### src/rtl/ifetch_buffer.sv
// Instruction fetch front-end: sequential req/ack word fetcher feeding a prefetch FIFO, flushed by core redirects.
// Optional feature macro IFETCH_BYPASS_EN: zero-cycle ack-to-core forwarding when the FIFO is empty.
module ifetch_buffer #(
    parameter int unsigned DEPTH    = 4,
    parameter logic [31:0] RESET_PC = 32'h0000_0000
) (
    input  logic                     clk,
    input  logic                     reset,
    output logic                     imem_req,
    output logic [31:0]              imem_addr,
    input  logic                     imem_ack,
    input  logic [31:0]              imem_rdata,
    output logic                     instr_valid,
    output logic [31:0]              instr,
    output logic [31:0]              instr_pc,
    input  logic                     instr_ready,
    input  logic                     redirect_valid,
    input  logic [31:0]              redirect_pc,
    output logic [$clog2(DEPTH):0]   fifo_count
);
    localparam int unsigned AW = $clog2(DEPTH);
    localparam int unsigned CW = AW + 1;
    localparam logic [CW-1:0] DEPTH_C = CW'(DEPTH);

    typedef enum logic [1:0] {
        IDLE = 2'd0,
        REQ  = 2'd1,
        DROP = 2'd2
    } state_e;

    state_e        state_q, state_d;
    logic [31:0]   fetch_pc_q, fetch_pc_d;
    logic [31:0]   req_addr_q, req_addr_d;
    logic [CW-1:0] count_q, count_d;
    logic [AW-1:0] rd_ptr_q, rd_ptr_d;
    logic [AW-1:0] wr_ptr_q, wr_ptr_d;
    logic          imem_req_q;
    logic [31:0]   mem_instr_q [DEPTH];
    logic [31:0]   mem_pc_q    [DEPTH];

    logic          head_valid, ack_in_req, bypass, push, pop, space;
    logic [CW-1:0] count_next;
    logic          unused_redirect_bits;

    assign unused_redirect_bits = ^redirect_pc[1:0];

    // Handshake decode; "space" already accounts for this cycle's push and pop.
    always_comb begin
        head_valid = (count_q != {CW{1'b0}});
        ack_in_req = (state_q == REQ) && imem_ack;
`ifdef IFETCH_BYPASS_EN
        bypass     = !head_valid && ack_in_req && instr_ready && !redirect_valid;
`else
        bypass     = 1'b0;
`endif
        push       = ack_in_req && !redirect_valid && !bypass;
        pop        = head_valid && instr_ready && !redirect_valid;
        count_next = count_q + CW'(push) - CW'(pop);
        space      = (count_next < DEPTH_C);
    end

    // Core-facing head view; zeroed when nothing is presented.
    always_comb begin
        instr_valid = head_valid || bypass;
        if (head_valid) begin
            instr    = mem_instr_q[rd_ptr_q];
            instr_pc = mem_pc_q[rd_ptr_q];
        end else if (bypass) begin
            instr    = imem_rdata;
            instr_pc = req_addr_q;
        end else begin
            instr    = 32'h0000_0000;
            instr_pc = 32'h0000_0000;
        end
    end

    // Next-state: redirect flushes the FIFO and overrides everything else.
    always_comb begin
        state_d    = state_q;
        req_addr_d = req_addr_q;
        if (redirect_valid) begin
            count_d    = {CW{1'b0}};
            rd_ptr_d   = {AW{1'b0}};
            wr_ptr_d   = {AW{1'b0}};
            fetch_pc_d = {redirect_pc[31:2], 2'b00};
        end else begin
            count_d  = count_next;
            rd_ptr_d = rd_ptr_q + AW'(pop);
            wr_ptr_d = wr_ptr_q + AW'(push);
            if (ack_in_req) begin
                fetch_pc_d = req_addr_q + 32'd4;
            end else begin
                fetch_pc_d = fetch_pc_q;
            end
        end
        case (state_q)
            IDLE: begin
                if (!redirect_valid && space) begin
                    state_d    = REQ;
                    req_addr_d = fetch_pc_q;
                end else begin
                    state_d = IDLE;
                end
            end
            REQ: begin
                if (redirect_valid) begin
                    state_d = imem_ack ? IDLE : DROP;
                end else if (imem_ack) begin
                    if (space) begin
                        state_d    = REQ;
                        req_addr_d = req_addr_q + 32'd4;
                    end else begin
                        state_d = IDLE;
                    end
                end else begin
                    state_d = REQ;
                end
            end
            DROP: begin
                state_d = imem_ack ? IDLE : DROP;
            end
            default: begin
                state_d = IDLE;
            end
        endcase
    end

    // Control state and registered request outputs.
    always_ff @(posedge clk) begin
        if (reset) begin
            state_q    <= IDLE;
            fetch_pc_q <= RESET_PC;
            req_addr_q <= RESET_PC;
            count_q    <= {CW{1'b0}};
            rd_ptr_q   <= {AW{1'b0}};
            wr_ptr_q   <= {AW{1'b0}};
            imem_req_q <= 1'b0;
        end else begin
            state_q    <= state_d;
            fetch_pc_q <= fetch_pc_d;
            req_addr_q <= req_addr_d;
            count_q    <= count_d;
            rd_ptr_q   <= rd_ptr_d;
            wr_ptr_q   <= wr_ptr_d;
            imem_req_q <= (state_d != IDLE);
        end
    end

    // FIFO storage needs no reset: the head is masked while count is zero.
    always_ff @(posedge clk) begin
        if (push && !reset) begin
            mem_instr_q[wr_ptr_q] <= imem_rdata;
            mem_pc_q[wr_ptr_q]    <= req_addr_q;
        end
    end

    assign imem_req   = imem_req_q;
    assign imem_addr  = req_addr_q;
    assign fifo_count = count_q;

endmodule

### config.mk
export PLATFORM = sky130hd
export DESIGN_NAME = ifetch_buffer
export DESIGN_NICKNAME = d
export VERILOG_FILES = /design/src/rtl/ifetch_buffer.sv
export SDC_FILE = /design/constraint.sdc
export NUM_CORES = 1
export LEC_CHECK = 0
export BUFFER_PORTS_ARGS = -buffer_cell sky130_fd_sc_hd__buf_2
export CORE_ASPECT_RATIO = 1.25
export CORE_MARGIN = 1.5
export CORE_UTILIZATION = 50
export CTS_BUF_LIST = sky130_fd_sc_hd__clkbuf_2
export DETAILED_ROUTE_END_ITERATION = 12
export GPL_ROUTABILITY_DRIVEN = 1
export PLACE_DENSITY_LB_ADDON = 0.15
export SKIP_CTS_REPAIR_TIMING = 1
export SLEW_MARGIN = 20
export SYNTH_ARGS = -nofsm -noshare
export SYNTH_HDL_FRONTEND = slang
export SYNTH_SLANG_ARGS = --single-unit
### constraint.sdc
create_clock -name clk -period 8.7 [get_ports clk]
set_clock_uncertainty 0.05 [all_clocks]
set_input_delay 0.87 -clock clk [delete_from_list [all_inputs] [get_ports clk]]
set_output_delay 0.87 -clock clk [all_outputs]
set_load 0.03 [all_outputs]
### Word-level counts from Yosys, hierarchy flattened

Memory sizes are Yosys's and may differ from the RTL's. A register that Yosys moved wholly into a read port is not among the register bits.
Index checks and enable logic that the tools add are counted.
W data, S select, Z words.

* latch bits: 0
* bits in registers: 74
* output and inout bits: 101
* bits in read-only memories: 0
* word-level logic and storage cells: 56
* memories: 2
* memory bits (writable): 256
* input bits: 69

* bitwise logic cells: 0
* mux-type cells: 19
* reduce and logical (&&, ||, !) cells: 15
* $add $sub $neg: 5
* divide/modulo/power cells: 0
* shifts and indexed selects: 0
* multiply operators: 0
* order comparisons: 1
* eq/ne operators: 6

Memory list
* mem_instr_q: words 4, width 32, rd ports 1, clocked after memory_dff 1, wr ports 1, line 38 `logic [31:0] mem_instr_q [DEPTH];`
* mem_pc_q: words 4, width 32, rd ports 1, clocked after memory_dff 1, wr ports 1, line 39 `logic [31:0] mem_pc_q [DEPTH];`

Operators by type and width (number)
* $mux W32: 8
* $pmux W32 S2: 1
* $add A32 B3 Y32 const B: 1
* $mux W2: 5
* $ne A2 B2 Y1 const B: 4
* $logic_and A1 B1 Y1: 6
* $pmux W2 S3: 1
* $reduce_bool A2 Y1: 3
* $reduce_and A5 Y1: 1
* $add A2 B1 Y2: 2
* $mux W1: 4
* $add A3 B1 Y3: 1
* $lt A3 B3 Y1 const B: 1
* $reduce_bool A3 Y1: 1
* $sub A3 B1 Y3: 1
* $eq A2 B1 Y1 const B: 1
* $eq A2 B2 Y1 const B: 1
* $logic_not A1 Y1: 2
* $logic_not A2 Y1: 1
* $reduce_or A2 Y1: 1

### Logic depth before layout (Yosys ltp)

Gate-level depths: netlist of the first run.

* depth in word-level cells: 11
* depth in mapped cells: 14
* mapped depth without buffers: 11

### Least setup slack after synthesis of the first run

No wires, ideal clock.

* kind: input to register
* start point: in imem_ack
* end point: mem mem_instr_q[1][0], enable pin
* slack: 1828 ps
* library setup time: 578 ps
* data required time: 8072 ps
* stages: 5
* buffers on the path: 2
* data arrival time: 6244 ps
* cells stage by stage: and3b_1 -> clkbuf_1 -> buf_2 -> nand2_1 -> nor3b_1

* word-level cells in the longest chain between the ends: 5

Ends and longest elaborated chain
* from (decl): line 11 `input logic imem_ack,`
* $logic_and A1 B1 Y1: line 50 `ack_in_req = (state_q == REQ) && imem_ack;`
* $logic_and A1 B1 Y1: line 56 `push = ack_in_req && !redirect_valid && !bypass;`
* $logic_and A1 B1 Y1: line 151 `if (push && !reset) begin`
* $mux W1: line 151
* $mux W1 (implied by the code): line 152 `mem_instr_q[wr_ptr_q] <= imem_rdata;`
* to (decl): line 38

Every way passes these cells.

==> results of run 1 <==
==> layout by cell type, fill, tap and decap left out, types with 8 or more instances in the layout <==
| master | Yosys | routed |
|---|---|---|
| a21oi_1 | 48 | 48 |
| a31oi_1 | 9 | 9 |
| and2_1 | 70 | 70 |
| buf_2 | 26 | 167 |
| buf_4 | 2 | 14 |
| clkbuf_2 | 0 | 128 |
| clkinv_1 | 0 | 13 |
| dfxtp_1 | 74 | 72 |
| edfxtp_1 | 256 | 256 |
| mux4_2 | 64 | 64 |
| nand2_1 | 67 | 67 |
| nand3_1 | 18 | 18 |
| nand4_1 | 12 | 12 |
| nor2_1 | 57 | 57 |
| nor3_1 | 12 | 11 |
| nor4_1 | 10 | 10 |
| o21ai_0 | 42 | 42 |
| o31ai_1 | 8 | 8 |
| xnor2_1 | 9 | 9 |
| xor2_1 | 13 | 13 |
==> layout make-up <==
cell class | instances | area (um^2)
fillers | 2296 | 11700
diodes | 1 | 2.502
well taps | 350 | 437.9
inverters | 7 | 26.28
flip-flops and latches | 330 | 9176
clock buffers | 128 | 640.6
clock inverters | 17 | 118.9
repair buffers | 181 | 940.9
multi-input cells | 556 | 4443
==> power groups by stage <==
stage | registers (mW) | clock network (mW) | logic (mW)
after floorplan | 1.79 | 0 | 0.0965
after global placement | 1.78 | 0 | 0.163
after detailed placement | 1.78 | 0 | 0.166
after CTS | 1.75 | 1.07 | 0.167
after global routing | 1.75 | 1.15 | 0.181
final | 1.75 | 1.03 | 0.166
==> registers in the layout, summed over array words and instances (netlist names) <==
signal and flops:
wr_ptr_q 2, fetch_pc_q 32, imem_addr 32, state_q 2
mem_instr_q 128, fifo_count 3, mem_pc_q 128, imem_req 1
rd_ptr_q 2
==> cells in the mapped netlist, types with 10 or more instances <==
master      n
nor4_1     10
nor2_1     57
nand2_1    67
edfxtp_1  256
mux4_2     64
buf_2      26
nand3_1    18
nor3_1     12
dfxtp_1    74
and2_1     70
clkbuf_1   38
o21ai_0    42
xor2_1     13
a21oi_1    48
nand4_1    12
==> path summary, 6_finish.rpt <==
| kind | start | to | slack [ns] |
|---|---|---|---|
| setup / recovery | rd_ptr_q[0] | instr_pc[16] | 4.51 |
| hold / removal | imem_rdata[28] | mem_instr_q[0][28] | 0.16 |
| setup reg to reg | fifo_count[1] | imem_addr[27] | 5.21 |
| hold reg to reg | fetch_pc_q[0] | fetch_pc_q[0] | 0.42 |
==> kinds of logic after synthesis <==
family | after synthesis
buffers and inverters | 76
AND/OR/NAND/NOR | 298
flip-flops | 330
adder cells (fa/ha/maj) | 4
XOR/XNOR | 24
AO/OA/AOI/OAI | 163
multiplexers | 67
==> worst max-delay path, delay by kind of cell (launching register included) <==
kind	cells	cell delay (ns)
flip-flops	1	0.65
buffers and inverters	2	0.94
AND/OR/NAND/NOR	1	0.18
multiplexers	1	0.59
==> metal layers <==
layer	up-vias	share of wire, %
met5	-	0
met4	0	1.9
met3	46	5.6
met2	282	51
met1	4393	41
li1	4169	-
==> through the flow <==
step                      instances  power (mW)  util [%]  hold WS (ns)
final                          1570       2.943     57.44        0.1594
after CTS                      1569       2.987     57.43       0.05811
after global routing           1570       3.081     57.44       0.07130
after detailed placement       1424       1.950     54.67        0.3993
after floorplan                 962       1.885         -        0.3822
after global placement         1424       1.946     54.67        0.3870
==> run metrics, run 1 <==
status=completed; Netlist cell types=69; clock latency at the later pin of the worst-skew pair=between 0.8 and 0.9 ns; vias in the first global route=approximately 8,800; Starting Density=roughly 50%; max cap viols=0; max-slew violations=0; Async SR Flop Fraction=0%; CTS tree=built; IO Pins=170; GR Layer Usage met2=a little under two fifths; grt met3 use=4.601%; yosys warns=0; Avg Cell Area, Syn=between 10 and 15 um^2; critical path, cell by cell=buf_4 -> mux4_2 -> and2_1 -> buf_2; die width=152.2 um; wire per inst=19.77 um; worst setup margin=around 4.5 ns; Post-Syn Instances=962; Vias per Instance=between 5 and 6; DRT Wirelength=31,040 um; Worst EP required=7.78 ns; synthesized-area fraction occupied by adder cells=0.4136%; detailed placement HPWL=18,190 um; gr busiest metal=met2; CTS Buffer Depth=3; clock sinks=330; ANT nets after route=0; TNS Setup=0 ns; first-pass GRT wire length=~48,000 um; GRT Residual Overflow=0; initial antenna violation count=1; CP Max Fanout=44; Seq/Total Area, Yosys=between 60 and 70%; H-Tree Depth=3; Least-Margin Pin Slew=1.064 ns; Clock power frac=35.0%; root buf cell=clkbuf_2; net switching power=approximately 0.73 mW; post-synthesis mux area share=10.59%; Layout Area Growth over Synthesis=13.45%; Crit path largest cell delay=0.77 ns; WHS Path Cells=1; Crit. End Element=primary output; die area=28,850 um^2; final instance area=15,790 um^2; port bufs=between 150 and 200; post-place setup slack=4.211 ns; EDFF count, synth=256; Die Y=between 150 and 200 um; R2R depth=10; Net Sw Frac=around a quarter; Flop pwr share=59.4%; Rel. slew slack=29.08%; xor and xnor area share after synthesis=1.717%; setup violators final=0; HP Class=in2reg; Synth top area share=55.25%; Synth Area in Compound Gates=7.328%; Pwr Density=186.4 nW/um^2; final worst-path cycle share=between 40% and 50%; DRC=0; Tmin final=approximately 4.2 ns; GR Util met1=a little over a quarter; largest family of logic cells by synthesized area=simple AND/OR/NAND/NOR gates; fmax=0.2388 GHz; Synth area leader=edfxtp_1; Cell Int Power=around 2.2 mW; Post-Syn Area=between 10,000 and 15,000 um^2; vias post-DR=8,890; nets=1,229; CP max stage cell=buf_4; Final Wtd Congestion=between 0.8 and 0.9; Synth Net Count=about 1,000; DR pass1 iterations=4; maximum VDD drop=79.67 uV; placed cell area=15,020 um^2; Combinational Power Share=under 10%; predominant post-synthesis flop cell=edfxtp_1; unrepaired setup endpoints after global routing=no; final hold violations=0; Synth area leaders=edfxtp_1 (55%), dfxtp_1 (11%), mux4_2 (10%), and2_1 (3.1%), nand2_1 (1.8%); largest net degree at the start of global routing=67; flops & latches, synth=330; Iter 0 DRT Violations=515; Crit path arrival time=3.27 ns; Lkg Pwr=5.754 nW; CP Launch Type=flop; ratio of cells with drive above 1 in the final layout=33.14%; Crit Path Class=reg2out; CTS buffer count=80; Rows=68; Core Area=27,480 um^2; clock slew at reported path FFs=0.09 ns; total track usage=21.66%; Post-Synth Simple-Gate Area=between 10% and 20%
No activity file was read; power rests on OpenSTA's default activity.
==> run 2, diff against run 1 <==
Clock period 8.7 ns to 3.95 ns, I/O delays scaled along.
==> run metrics, run 2 (synthesized netlist as in run 1, its figures left out) <==
final worst-path cycle share=86.41%; Rows=68 (unchanged); commonest cells after routing, fill and taps aside=edfxtp_1 (256), buf_2 (167), clkbuf_2 (118), dfxtp_1 (72), and2_1 (70); Crit Path Class=reg2reg; DRC=0 (unchanged); maximum VDD drop=220.4 uV (+180%); Least-Margin Pin Slew=1.133 ns (+0.06889 ns); Worst EP required=4.64 ns (-3.14 ns); clock slew at reported path FFs=0.10 ns (about the same); max-slew violations=0 (unchanged); largest net degree at the start of global routing=67 (unchanged); vias in the first global route=8,556 (-2.8%); first-pass GRT wire length=47,680 um (-1.4%); initial antenna violation count=1 (unchanged); commonest non-fill, non-tap cell in the layout=edfxtp_1; die width=152.2 um (unchanged); detailed placement HPWL=18,450 um (+1.4%); wire per inst=19.13 um (-3.3%); clock latency at the later pin of the worst-skew pair=0.87 ns (about the same); clock sinks=330 (unchanged); Core Area=27,480 um^2 (unchanged); routed length on met3=1752 um (+0.69%); fmax=slightly below 0.3 GHz; Lkg Pwr=6.090 nW (+5.8%); Crit. End Element=flop; vias post-DR=9,118 (+2.6%); Iter 0 DRT Violations=526 (+2.1%); Final Util=60.57% (+3.1 points); CP max stage cell=nor3_2; Final Wtd Congestion=0.8164 (+0.27%); CTS tree=built; TNS Setup=0 ns (unchanged); total track usage=21.43% (-0.22 points); die area=28,850 um^2 (unchanged); CP Launch Type=flop; IO Pins=170 (unchanged); setup violators final=0 (unchanged); total power=6.435 mW (+120%); Vias per Instance=5.529 (-2.3%); ANT nets after route=0 (unchanged); Highest Signal Layer=met4; GRT Residual Overflow=0 (unchanged); WL met1=13,380 um (+4.1%); met2 WL=16,040 um (+1.2%); DRT Wirelength=31,540 um (+1.6%); cell mode on critical path=nand2_1; ratio of cells with drive above 1 in the final layout=31.20% (-1.9 points); port bufs=167 (unchanged); Pwr Density=386.6 nW/um^2 (+110%); CTS buffer count=79 (-1.3%); Layout Area Growth over Synthesis=19.62%; post-place setup slack=0.5467 ns (-3.664 ns); Die Y=189.5 um (unchanged); Starting Density=50.63% (unchanged); CP Max Fanout=9 (-80%); HP Class=in2reg; unrepaired setup endpoints after global routing=no; root buf cell=clkbuf_2; status=completed; Tmin final=3.413 ns; worst setup margin=0.5370 ns (-3.975 ns); Rel. slew slack=24.33% (-4.7 points); max cap viols=0 (unchanged); DR pass1 iterations=4 (unchanged); CTS Buffer Depth=3 (unchanged); top flop regs=mem_instr_q (128), mem_pc_q (128); nets=1,307 (+6.3%); final hold violations=0 (unchanged); Crit path arrival time=4.10 ns (+0.83 ns); critical path, cell by cell=or3_2 -> nand2_1 -> xnor2_1 -> nor2_1 -> ha_1 -> fa_1 -> xnor3_1 -> nor3_2 -> nand2_1 -> a311oi_1 -> a2111oi_1; H-Tree Depth=3 (unchanged); Crit path largest cell delay=0.50 ns (-0.27 ns)
run 2: final cells by class:
type                    instances  area [um^2]
multi-input cells             556         4461
repair buffers                260         1819
fillers                      2210        10840
inverters                       7        26.28
flip-flops and latches        330         9176
well taps                     350        437.9
diodes                          1        2.502
clock buffers                 118        590.6
clock inverters                27        131.4
run 2: power by group:
| part | internal [mW] | switching [mW] |
|---|---|---|
| registers | 3.78 | 0.0718 |
| logic | 0.181 | 0.248 |
| clock network | 0.863 | 1.29 |
| total | 4.82 | 1.61 |
run 2: worst paths after layout:
kind              startpoint        endpoint  slack [ns]  depth (start not counted)
min reg2reg    fetch_pc_q[1]    imem_addr[1]        0.41                          2
max reg2reg    fifo_count[1]   imem_addr[29]        0.54                         11
max            fifo_count[1]   imem_addr[29]        0.54                         11
min          redirect_pc[31]  fetch_pc_q[31]        0.22                          4
run 2: metrics by stage:
stage | cells | hold slack, ns | instance area (um^2)
3_5_place_dp | 1434 | 0.3969 | 15230
2_1_floorplan | 962 | 0.3822 | 13950
6_report | 1649 | 0.2158 | 16640
4_1_cts | 1579 | -0.4300 | 15950
5_1_grt | 1649 | 0.1389 | 16640
3_3_place_gp | 1434 | 0.3919 | 15230
run 2: worst max-delay path, delay by kind of cell (launching register included):
kind / cells / cell delay, ns
XOR/XNOR: 2 / 0.52
AND/OR/NAND/NOR: 5 / 1.35
adder cells (fa/ha/maj): 2 / 0.61
flip-flops: 1 / 0.36
AO/OA/AOI/OAI: 2 / 0.38
run 2: per-layer routing:
layer  up-vias  global-route usage [%]
met5         -                       0
met2       298                   35.62
li1       4308                       -
met4         0                   6.945
met1      4484                   28.10
met3        28                   4.829
